### config.mk
export PLATFORM = sky130hd
export DESIGN_NAME = md5_candidate_generator
export DESIGN_NICKNAME = d
export VERILOG_FILES = /design/src/rtl/md5_gen_pkg.sv /design/src/rtl/md5_chunk_pack.sv /design/src/rtl/md5_candidate_generator.sv
export SDC_FILE = /design/constraint.sdc
export NUM_CORES = 1
export LEC_CHECK = 0
export ABC_AREA = 1
export CORE_AREA = 2 2 232 234
export CTS_BUF_LIST = sky130_fd_sc_hd__clkbuf_16
export DETAILED_ROUTE_END_ITERATION = 10
export DIE_AREA = 0 0 234 236
export GPL_TIMING_DRIVEN = 0
export PLACE_DENSITY = 0.68
export SLEW_MARGIN = 10
export SYNTH_ARGS = -nofsm -noshare
export SYNTH_HDL_FRONTEND = slang
export SYNTH_SLANG_ARGS = --single-unit
### constraint.sdc
create_clock -name clk -period 2.3 [get_ports clk]
set_input_delay 0.345 -clock clk [delete_from_list [all_inputs] [get_ports clk]]
set_output_delay 0.345 -clock clk [all_outputs]
set_load 0.005 [all_outputs]
### src/rtl/md5_gen_pkg.sv
// Shared constants and state encoding for the MD5 candidate generator.
package md5_gen_pkg;

    localparam int         CHUNK_W       = 512;
    localparam logic [7:0] PAD_BYTE      = 8'h80;
    localparam int         LEN_LSB       = 448;
    localparam int         MAX_LEN_LIMIT = 15;
    localparam int         LEN_W         = 4;

    typedef enum logic {
        ST_RUN  = 1'b0,
        ST_DONE = 1'b1
    } gen_state_t;

    // An inverted range collapses to a one-symbol alphabet at min.
    function automatic logic [7:0] range_hi(input logic [7:0] lo, input logic [7:0] hi);
        return (hi < lo) ? lo : hi;
    endfunction

endpackage

### src/rtl/md5_chunk_pack.sv
// Combinational packer: string bytes, 0x80 pad and 64-bit bit length into one MD5 block.
module md5_chunk_pack
    import md5_gen_pkg::*;
#(
    parameter int MAX_LEN = 8
) (
    input  logic [LEN_W-1:0]     len,
    input  logic [8*MAX_LEN-1:0] ch,
    output logic [CHUNK_W-1:0]   chunk
);

    always_comb begin
        chunk = '0;
        for (int i = 0; i < MAX_LEN; i++) begin
            if (i < int'(len)) begin
                chunk[8*i +: 8] = ch[8*i +: 8];
            end
        end
        for (int i = 0; i <= MAX_LEN; i++) begin
            if (i == int'(len)) begin
                chunk[8*i +: 8] = PAD_BYTE;
            end
        end
        // Message length in bits, little-endian, occupies the last 8 bytes.
        chunk[LEN_LSB +: 64] = {{(64-LEN_W-3){1'b0}}, len, 3'b000};
    end

endmodule

### src/rtl/md5_candidate_generator.sv
// Enumerates all strings of length 1..MAX_LEN over [min,max], one padded MD5 block per clock.
// Optional build macro MD5GEN_WRAP_EN: restart at length 1 on exhaustion instead of stopping.
//
// state   | meaning
// --------+---------------------------------------------------------
// ST_RUN  | chunk holds a live candidate; advances on valid && enable
// ST_DONE | keyspace exhausted; chunk/count frozen until reset
module md5_candidate_generator
    import md5_gen_pkg::*;
#(
    parameter int MAX_LEN = 8
) (
    input  logic               clk,
    input  logic               reset,
    input  logic               enable,
    input  logic [7:0]         min,
    input  logic [7:0]         max,
    output logic [CHUNK_W-1:0] chunk,
    output logic               valid,
    output logic               done,
    output logic [63:0]        count
);

    logic [7:0]           min_q;
    logic [7:0]           max_q;
    logic [LEN_W-1:0]     len_q;
    logic [LEN_W-1:0]     len_d;
    logic [8*MAX_LEN-1:0] ch_q;
    logic [8*MAX_LEN-1:0] ch_d;
    logic [8*MAX_LEN-1:0] ch_inc;
    logic                 carry;
    logic                 accept;
    gen_state_t           state_q;
    gen_state_t           state_d;
    logic                 valid_d;
    logic                 done_d;
    logic [63:0]          count_d;
    logic [CHUNK_W-1:0]   chunk_d;

    // Ripple increment across the active digits; carry survives only if every digit wrapped.
    always_comb begin
        ch_inc = ch_q;
        carry  = 1'b1;
        for (int i = 0; i < MAX_LEN; i++) begin
            if (carry && (i < int'(len_q))) begin
                if (ch_q[8*i +: 8] == max_q) begin
                    ch_inc[8*i +: 8] = min_q;
                end else begin
                    ch_inc[8*i +: 8] = ch_q[8*i +: 8] + 8'd1;
                    carry            = 1'b0;
                end
            end
        end
    end

    assign accept = (state_q == ST_RUN) && valid && enable;

    always_comb begin
        state_d = state_q;
        len_d   = len_q;
        ch_d    = ch_q;
        count_d = count;
        done_d  = 1'b0;
        if (reset) begin
            state_d = ST_RUN;
            len_d   = LEN_W'(1);
            ch_d    = {MAX_LEN{min}};
            count_d = '0;
        end else if (accept) begin
            count_d = count + 64'd1;
            if (!carry) begin
                ch_d = ch_inc;
            end else if (int'(len_q) < MAX_LEN) begin
                len_d = len_q + 1'b1;
                ch_d  = {MAX_LEN{min_q}};
            end else begin
`ifdef MD5GEN_WRAP_EN
                len_d  = LEN_W'(1);
                ch_d   = {MAX_LEN{min_q}};
                done_d = 1'b1;
`else
                state_d = ST_DONE;
`endif
            end
        end
`ifndef MD5GEN_WRAP_EN
        done_d = (state_d == ST_DONE);
`endif
        valid_d = !reset && (state_d == ST_RUN);
    end

    // Packing the next-state values keeps chunk aligned with len/ch after each edge.
    md5_chunk_pack #(
        .MAX_LEN (MAX_LEN)
    ) u_pack (
        .len   (len_d),
        .ch    (ch_d),
        .chunk (chunk_d)
    );

    always_ff @(posedge clk) begin
        if (reset) begin
            min_q   <= min;
            max_q   <= range_hi(min, max);
            state_q <= ST_RUN;
            valid   <= 1'b0;
            done    <= 1'b0;
            count   <= '0;
        end else begin
            state_q <= state_d;
            valid   <= valid_d;
            done    <= done_d;
            count   <= count_d;
        end
        len_q <= len_d;
        ch_q  <= ch_d;
        chunk <= chunk_d;
    end

endmodule

==> flow_summary_export.csv, run 1 <==
group,metric,value,unit
floorplan,coreArea,53100,µm²
cts,numCtsBuffers,25,
run_status,status,"finished with violations",
synth,synthAdderAreaFrac,0.0142,
synth,synth_edf_count,16,
timing,period_needed,2.94,ns
synth,synthSimpleGateAreaFrac,0.270,
placement,dp_cells,3612,
route,finalWirelength,58.8,mm
floorplan,ios,597,
synth,synthMuxAreaShare,0,
placement,io_buffers,153,
layout,most-common-layout-cells,"buf_4 (508), nand2_1 (479), conb_1 (443)",
pwr,power_leakage,11.6,nW
worst_setup_path,reg2regPathDepth,18,
pwr,vdd_drop_max,0.000552,V
timing,worst_pin_slew,1.24,ns
synth,synth_flop_cell,"dfxtp_1",
layout,layout-drive-gt1-share,0.307,
job,drv_cap,0,
pwr,power_density,473,nW/µm²
grt,grt_usage,0.199,
timing,skew,0.0265,ns
pwr,power.total,11.0,mW
worst_setup_path,crit_type,"reg2reg",
cts,cts_hold_buf,0,
layout,nNetsFinal,3091,
floorplan,start_util,0.300,
floorplan,die_h,236,µm
timing,final.period_utilization,1.28,
timing,setup_slack,-0.642,ns
timing,fmax,340,MHz
worst_setup_path,path_cells,"buf_8 > buf_12 > nand2_2 > nand4_1 > nor2_2 > nand3_4 > nand2_2 > inv_2 > nor2_4 > nand4_4 > nor2_4 > nand3_1 > nand3_4 > inv_1 > nand2_2 > nor2_4 > buf_12 > or2_1",
layout,synthToLayoutAreaGrowth,46.5,%
route,first_pass_iters,5,
grt,grt_pass1_wl,84.7,mm
cts,clk-insertion-delay-late,0.56,ns
worst_setup_path,cpPeakStageDelay,0.39,ns
layout,final_common_cell,"buf_4",
layout,fill_cells,5269,
cts,htreeDepth,1,
timing,final_hold_viol_count,0,
synth,ys_ff_latch,215,
worst_setup_path,start_kind,"flip-flop",
floorplan,num_rows,85,
route,vias,16300,
cts,cts-root-buf,"clkbuf_16",
synth,synth_top_family_by_area,"buffers and inverters",
layout,fin_cells,3768,
placement,hpwl,41.6,mm
synth,synth_xor_area_frac,0.0441,
cts,clock-sinks,215,
route,drc,0,
timing,grt_setup_unrepaired,"yes",
grt,gr-total-overflow,0,
cts,cts_tree,"done",
worst_setup_path,cp.arrival,3.37,ns
grt,grt_max_degree,18,
synth,synth_warnings,0,
placement,place_congestion,1.01,
layout,n_antenna_cell,0,
synth,synth_compound_area_frac,0.106,
synth,synthCells,2320,
route,detailedRoute.firstIterationViolations,1447,
synth,synth_cell_type_count,57,
run_status,violations,"negative setup slack",
timing,slew_viol_final,0,
floorplan,die_w,234,µm
worst_setup_path,path_max_fanout,8,
cts,clk_path_buf_depth,3,
synth,syn_area_per_cell,6.86,µm²
layout,multi_input_area,9660,µm²
layout,fin_util,0.439,
timing,holdWs,0.325,ns
route,wire_per_inst,15.6,µm
worst_setup_path,required,2.73,ns
worst_hold_path,min_path_type,"in2reg",
timing,final.setup.tns,-60.75,ns
timing,relSlewSlack,0.171,
worst_setup_path,endpoint_kind,"flip-flop",
cts,clkSlewWorstSetupHoldPaths,0.06,ns
floorplan,dieArea,55200,µm²
worst_hold_path,min_path_cells,1,
grt,antenna_found_initial,0,
synth,syn_area,15900,µm²
route,ant_nets,0,
synth,synth-async-reset-ratio,0,
worst_setup_path,cpMaxStageDelayCell,"edfxtp_1",
route,via_per_inst,4.32,
grt,grt_pass1_vias,14400,
synth,ys_seq_area_frac,0.281,
layout,final-seq-area,4480,µm²
timing,finalSetupViolCount,137,
[sequential cells by signal, summed over array words and instances (netlist names)]
register  cells
chunk        66
ch_q         64
count        64
max_q         8
min_q         8
len_q         3
state_q       1
valid         1
[repair_timing]
action	in CTS	in global routing
setup buffers	88	22
endpoints found under the setup margin	183	184
pin swaps	74	56
resized for setup	284	154
gates cloned	4	1
[per-stage QoR]
stage	worst slack, ns	area [µm²]
after global routing	-0.733	23300
after floorplan	-0.0470	17600
after CTS	-0.480	22600
after global placement	-1.29	20000
after detailed placement	-1.30	20000
final	-0.642	23300
[critical path, delay by kind of cell, from the launching register on]
family | cells | cell delay [ns]
DFF | 1 | 0.39
buffers and inverters | 5 | 0.57
and+or+nand+nor | 13 | 1.84
[cell type report]
| cell class | count | share of cell area |
|---|---|---|
| Multi-Input combinational cell | 1820 | 0.415 |
| Inverter | 212 | 0.0373 |
| Clock inverter | 20 | 0.00773 |
| Clock buffer | 25 | 0.0269 |
| Tap cell | 696 | 0.0374 |
| Timing Repair Buffer | 266 | 0.119 |
| Sequential cell | 215 | 0.192 |
| Buffer | 514 | 0.165 |
[logic make-up after synthesis]
logic type	after synthesis
AND/OR/NAND/NOR	981
buffers and inverters	727
AO/OA/AOI/OAI	298
flip-flops	215
XOR/XNOR	80
adder cells (fa/ha/maj)	18
other	1
[worst paths after layout]
check | from | slack [ns] | to
max | max_q[4] | -0.64 | chunk[7]
min | reset | 0.33 | min_q[2]
max reg2reg | max_q[4] | -0.64 | chunk[7]
min reg2reg | count[30] | 0.50 | count[30]
[power by group]
| group | leakage [nW] | internal (mW) | switching (mW) |
|---|---|---|---|
| combinational | 9.38 | 1.25 | 1.53 |
| sequential | 1.79 | 3.94 | 0.219 |
| clock | 0.413 | 2.32 | 1.75 |
| total | 11.6 | 7.51 | 3.50 |
[cells in the mapped netlist (8+ instances only)]
master,number,area share
nand2_2,12,0.0047
o21ai_1,15,0.0047
o211ai_1,21,0.0099
buf_4,446,0.21
a21oi_1,76,0.024
nor3_1,62,0.020
nor2_4,10,0.0071
o22ai_1,11,0.0043
and2_1,10,0.0039
o21ai_0,146,0.046
nand3_1,62,0.020
buf_6,13,0.0092
buf_2,13,0.0041
nor2_1,156,0.037
xnor2_1,25,0.014
buf_1,8,0.0019
inv_1,188,0.044
inv_2,17,0.0040
clkbuf_1,34,0.0080
nor4_1,14,0.0055
nand4_1,34,0.013
xor2_1,55,0.030
edfxtp_1,16,0.030
nor2_2,11,0.0043
ha_1,18,0.014
nand2_1,583,0.14
dfxtp_1,199,0.25
[routing by layer]
layer | up-vias | GRT usage | wire length (µm)
li1 | 7979 | - | -
met5 | - | 0 | 0
met3 | 185 | 0.0556 | 6650
met2 | 917 | 0.326 | 27200
met1 | 7190 | 0.242 | 21800
met4 | 0 | 0.0855 | 3090
No activity file was read; power rests on OpenSTA's default activity.
==> run 2: changes to the inputs <==
--- a/config.mk
+++ b/config.mk
@@ -6,6 +6,7 @@
 export NUM_CORES = 1
 export LEC_CHECK = 0
 export ABC_AREA = 1
+export ABC_CLOCK_PERIOD_IN_PS = 2300
 export CORE_AREA = 2 2 232 234
 export CTS_BUF_LIST = sky130_fd_sc_hd__clkbuf_16
 export DETAILED_ROUTE_END_ITERATION = 10
==> results of run 2 <==
Same layout as run 1: the final DEF is identical, and so are final timing and power.
